--- config.mk ---
export PLATFORM = sky130hd
export DESIGN_NAME = mux_scan_seq
export DESIGN_NICKNAME = d
export VERILOG_FILES = /design/src/rtl/mux_scan_seq.sv
export SDC_FILE = /design/constraint.sdc
export NUM_CORES = 1
export LEC_CHECK = 0
export BUFFER_PORTS_ARGS = -buffer_cell sky130_fd_sc_hd__clkbuf_2
export CAP_MARGIN = 20
export CORE_MARGIN = 5
export CORE_UTILIZATION = 45
export DETAILED_ROUTE_END_ITERATION = 10
export MAX_ROUTING_LAYER = met4
export PLACE_DENSITY_LB_ADDON = 0.3
export SYNTH_ARGS = -nofsm -noshare
export SYNTH_HDL_FRONTEND = slang
export SYNTH_SLANG_ARGS = --single-unit
export TNS_END_PERCENT = 1
--- constraint.sdc ---
create_clock -name clk -period 1.8 [get_ports clk]
set_input_delay 0.18 -clock clk [delete_from_list [all_inputs] [get_ports clk]]
set_output_delay 0.18 -clock clk [all_outputs]
set_load 0.005 [all_outputs]
--- src/rtl/mux_scan_seq.sv ---
// Scan sequencer for a 16:1 mux: steps sel, waits SETTLE_CYC cycles, samples mux_out.
// Optional back-to-back scanning is enabled by defining MUX_SCAN_CONT_EN (adds port cont).
module mux_scan_seq #(
  parameter int SEL_W      = 4,
  parameter int N_IN       = 16,
  parameter int SETTLE_CYC = 2
) (
  input  logic             clk,
  input  logic             rst_n,
  input  logic             start,
  input  logic             abort,
`ifdef MUX_SCAN_CONT_EN
  input  logic             cont,
`endif
  input  logic             mux_out,
  output logic [SEL_W-1:0] sel,
  output logic             bit_valid,
  output logic             bit_data,
  output logic [SEL_W-1:0] bit_idx,
  output logic [N_IN-1:0]  word,
  output logic             busy,
  output logic             done
);

  typedef enum logic [1:0] {IDLE, SETTLE, SAMPLE} state_t;

  localparam int                CNT_W    = 4;
  localparam logic [CNT_W-1:0] CNT_LAST = CNT_W'(SETTLE_CYC - 1);
  localparam logic [SEL_W-1:0] SEL_LAST = SEL_W'(N_IN - 1);

  state_t           state_reg, state_next;
  logic [CNT_W-1:0] cnt_reg, cnt_next;
  logic [SEL_W-1:0] sel_reg, sel_next;
  logic [SEL_W-1:0] bit_idx_reg, bit_idx_next;
  logic [N_IN-1:0]  word_reg, word_next;
  logic             bit_valid_reg, bit_valid_next;
  logic             bit_data_reg, bit_data_next;
  logic             busy_reg, busy_next;
  logic             done_reg, done_next;
  logic             word_clr, cap_en;
  logic             cont_i;
  logic             last_bit;

`ifdef MUX_SCAN_CONT_EN
  assign cont_i = cont;
`else
  assign cont_i = 1'b0;
`endif

  assign last_bit = (sel_reg == SEL_LAST);

  always_ff @(posedge clk or negedge rst_n) begin
    if (!rst_n) begin
      state_reg     <= IDLE;
      cnt_reg       <= '0;
      sel_reg       <= '0;
      bit_idx_reg   <= '0;
      word_reg      <= '0;
      bit_valid_reg <= 1'b0;
      bit_data_reg  <= 1'b0;
      busy_reg      <= 1'b0;
      done_reg      <= 1'b0;
    end else begin
      state_reg     <= state_next;
      cnt_reg       <= cnt_next;
      sel_reg       <= sel_next;
      bit_idx_reg   <= bit_idx_next;
      word_reg      <= word_next;
      bit_valid_reg <= bit_valid_next;
      bit_data_reg  <= bit_data_next;
      busy_reg      <= busy_next;
      done_reg      <= done_next;
    end
  end

  always_comb begin
    state_next = state_reg;
    case (state_reg)
      IDLE:    if (start && !abort) state_next = SETTLE;
      SETTLE:  if (abort) state_next = IDLE;
               else if (cnt_reg == CNT_LAST) state_next = SAMPLE;
      SAMPLE:  if (abort || (last_bit && !cont_i)) state_next = IDLE;
               else state_next = SETTLE;
      default: state_next = IDLE;
    endcase
  end

  always_comb begin
    cnt_next       = cnt_reg;
    sel_next       = sel_reg;
    bit_idx_next   = bit_idx_reg;
    bit_data_next  = bit_data_reg;
    bit_valid_next = 1'b0;
    busy_next      = busy_reg;
    done_next      = 1'b0;
    word_clr       = 1'b0;
    cap_en         = 1'b0;
    case (state_reg)
      IDLE: begin
        if (start && !abort) begin
          sel_next  = '0;
          cnt_next  = '0;
          busy_next = 1'b1;
          word_clr  = 1'b1;
        end
      end
      SETTLE: begin
        if (abort) begin
          sel_next  = '0;
          cnt_next  = '0;
          busy_next = 1'b0;
        end else begin
          cnt_next = cnt_reg + 1'b1;
        end
      end
      SAMPLE: begin
        // abort wins over the capture: the partial word is left untouched
        if (abort) begin
          sel_next  = '0;
          cnt_next  = '0;
          busy_next = 1'b0;
        end else begin
          cap_en         = 1'b1;
          bit_valid_next = 1'b1;
          bit_data_next  = mux_out;
          bit_idx_next   = sel_reg;
          cnt_next       = '0;
          if (!last_bit) begin
            sel_next = sel_reg + 1'b1;
          end else begin
            sel_next  = '0;
            done_next = 1'b1;
            if (cont_i) word_clr  = 1'b1;
            else        busy_next = 1'b0;
          end
        end
      end
      default: begin
        sel_next  = '0;
        cnt_next  = '0;
        busy_next = 1'b0;
      end
    endcase
  end

  // Per-bit word update; a restart clear takes precedence over the final capture
  for (genvar gi = 0; gi < N_IN; gi++) begin : g_word
    assign word_next[gi] = word_clr ? 1'b0 :
                           (cap_en && (sel_reg == SEL_W'(gi))) ? mux_out : word_reg[gi];
  end

  assign sel       = sel_reg;
  assign bit_valid = bit_valid_reg;
  assign bit_data  = bit_data_reg;
  assign bit_idx   = bit_idx_reg;
  assign word      = word_reg;
  assign busy      = busy_reg;
  assign done      = done_reg;

endmodule

==> flow_summary_export.csv <==
group,metric,value,unit
timing,rsz0062_at_grt,"false",
critical_path,r2r_cells,3,
power_and_ir_drop,finalPower,1.75,mW
critical_path,critical_path_class,"reg2reg",
place,dp_cells,233,
routing,drt_wl_total,3750,um
clocking,cts_resized,0,
synth,postSynthAreaPerCell,11.0,um^2
timing,skew,5.18,ps
power_and_ir_drop,p_int,1.26,mW
place,dp_hpwl,2820,um
timing,hold_violations,0,
critical_path,crit_family,"simple AND/OR/NAND/NOR gates",
place,portBuffers,32,
critical_path,cpMaxStageDelayCell,"or4b_4",
floorplanning,die_area,5090,um^2
clocking,clock_latency,280,ps
timing,finalCritPeriodShare,93.4,%
timing,setup_viol,0,
timing,worst_pin_slew,585,ps
global_routing,grt_pass1_wl,6470,um
synth,synth_edf_count,0,
clocking,cts_buffer_depth,2,
clocking,cts.clk_slew.worst_paths,60,ps
finish,seq_area,851,um^2
critical_path,cp.arrival,1830,ps
global_routing,antenna_found_initial,0,
critical_path,critPathBufInv,0,
finish,largest_reg_flops,16,
floorplanning,rows,22,
finish,drive_gt1_share,30.2,%
power_and_ir_drop,p_leak,0.948,nW
floorplanning,io_pins,33,
power_and_ir_drop,irDropWorstVdd,0.394,mV
finish,area_delta_synth_final,19.2,%
min_path,hold_depth,3,
clocking,tritoncts.num_buffers,5,
clocking,cts.htree.levels,2,
critical_path,r2r-start,"state_reg[0]",
routing,routed_via_density,5.68,
finish,fillerInstances,323,
critical_path,slowest_delay,680,ps
critical_path,crit_chain,"or4b_4, nand2_2, mux2i_1",
clocking,cts_hold_buf,1,
timing,period_needed,1680,ps
critical_path,cp.required,1950,ps
routing,routed-via-count,1362,
timing,fmax,0.595,GHz
min_path,min_from,"mux_out",
clocking,cts.sinks,34,
critical_path,critPathLaunchType,"flip-flop",
floorplanning,start_util,46.3,%
power_and_ir_drop,switchingPower,0.489,mW
global_routing,grt_max_degree,25,
finish,antenna_cells,0,
synth,syn_inst,154,
timing,slew_violations,0,
clocking,cts_setup_buffers,0,
finish,final_cells,240,
critical_path,crit_path_start,"state_reg[0]",
power_and_ir_drop,power_frac_seq,51.9,%
global_routing,grt_util_all_layers,16.4,%
clocking,cts_root_buffer,"clkbuf_8",
power_and_ir_drop,powerDensity,865,nW/um^2
routing,drtIter0Drc,91,
finish,multi_input_area,751,um^2
flow_run,drv_cap,0,
synth,synth-seq-cells,34,
global_routing,grt_pass1_vias,1384,
run_status,status,"completed",
synth,yosysWarningCount,0,
min_path,hold_class,"in2reg",
timing,max_slew_margin,61.0,%
critical_path,path_depth,3,
global_routing,grt-ovfl-total,0,
place,gp_congestion,0.825,
clocking,cts_tree,"yes",
routing,drc_errors,0,
floorplanning,die_h,71.4,um
critical_path,cp-end-kind,"flip-flop",
finish,fin_nets,204,
power_and_ir_drop,power_frac_comb,17.4,%
routing,ant_nets,0,
finish,fin_area,2020,um^2
timing,tns,0,ps
critical_path,path_max_fanout,14,
routing,wl_per_cell,15.6,um
synth,synth_nets,165,
routing,first_pass_iters,4,
synth,async_reset_ff_share,100,%
synth,synth-seq-area-share,50.2,%
synth,synthFlopType,"dfrtp_1",
synth,synthesis.area,1690,um^2
place,placed_area,1930,um^2
finish,final_common_cell,"dfrtp_1",
floorplanning,core,3660,um^2
power_and_ir_drop,swShare,28.0,%
finish,layout_common_cells,"dfrtp_1 (34), clkbuf_2 (32), o31ai_1 (11), buf_4 (11), o211ai_1 (9)",
power_and_ir_drop,pwr-share-clk,30.7,%
synth,ys_types,35,
floorplanning,fp.dieW,71.4,um
-- path summary, 6_finish.rpt --
kind | slack [ps] | endpoint
worst max-delay path | 120 | word[15]
worst min-delay path | 220 | word[5]
min in group asynchronous | 440 | done
max in group asynchronous | 840 | sel[3]
worst max register to register | 120 | word[15]
worst min register to register | 510 | bit_idx[3]
-- cells in the mapped netlist, drive strengths merged (2+ instances only) --
cell type	number	share of area [%]
nand4bb	4	2.7
clkbuf	5	1.1
nor3	2	0.59
a21oi	7	2.1
nor2b	4	1.5
nand2	6	1.5
nand4	3	1.1
nand3	8	2.4
mux2	5	3.3
o31ai	11	4.9
o211ai	9	4.0
nor2	7	1.6
o21ai	6	1.8
buf	7	3.0
mux2i	2	1.2
ha	6	4.4
o311ai	3	1.6
nand2b	4	1.5
o41ai	3	1.6
dfrtp	34	50
inv	6	1.3
a2bb2oi	3	1.6
-- layout make-up --
class	instances	share of cell area (%)
Sequential cell	34	42.1
Multi-Input combinational cell	102	37.2
Timing Repair Buffer	44	12.5
Clock buffer	6	4.09
Tap cell	48	2.97
Inverter	6	1.12
-- metrics by stage --
step | util [%] | setup WS, ps | hold slack (ps)
final | 55.2 | 118 | 224
after global routing | 55.2 | 22.1 | 234
after CTS | 55.2 | 120 | 217
after detailed placement | 52.6 | 126 | 209
after global placement | 52.6 | 203 | 202
after floorplan | - | 344 | -116
-- cell families (layout without fill, tap and decap cells) --
kind of cell,after synthesis,count (layout),synth area share [%]
fa+ha+maj,6,6,4.43
xor+xnor,2,2,1.03
flops,34,34,50.2
mux,7,7,4.50
buf+inv,18,56,5.47
compound gates,45,45,18.8
simple gates,42,42,15.5
-- power by group through the flow --
| stage | logic [mW] | registers (mW) | clock network [mW] |
|---|---|---|---|
| CTS | 0.308 | 0.905 | 0.556 |
| global route | 0.341 | 0.919 | 0.591 |
| floorplan | 0.219 | 0.887 | 0 |
| global placement | 0.294 | 0.910 | 0 |
| finish | 0.304 | 0.907 | 0.537 |
| detailed placement | 0.305 | 0.919 | 0 |
-- per-layer routing --
metal  track usage, %  share of wire, %
met1             21.2                46
met2             24.5                47
met3             4.63               6.5
met4             5.85               1.2
met5                -                 0
-- worst min-delay path: stages --
cell,delay (ps)
clkbuf_2,140
nand3_1,90
a21oi_1,60
No activity file was read; power rests on OpenSTA's default activity.
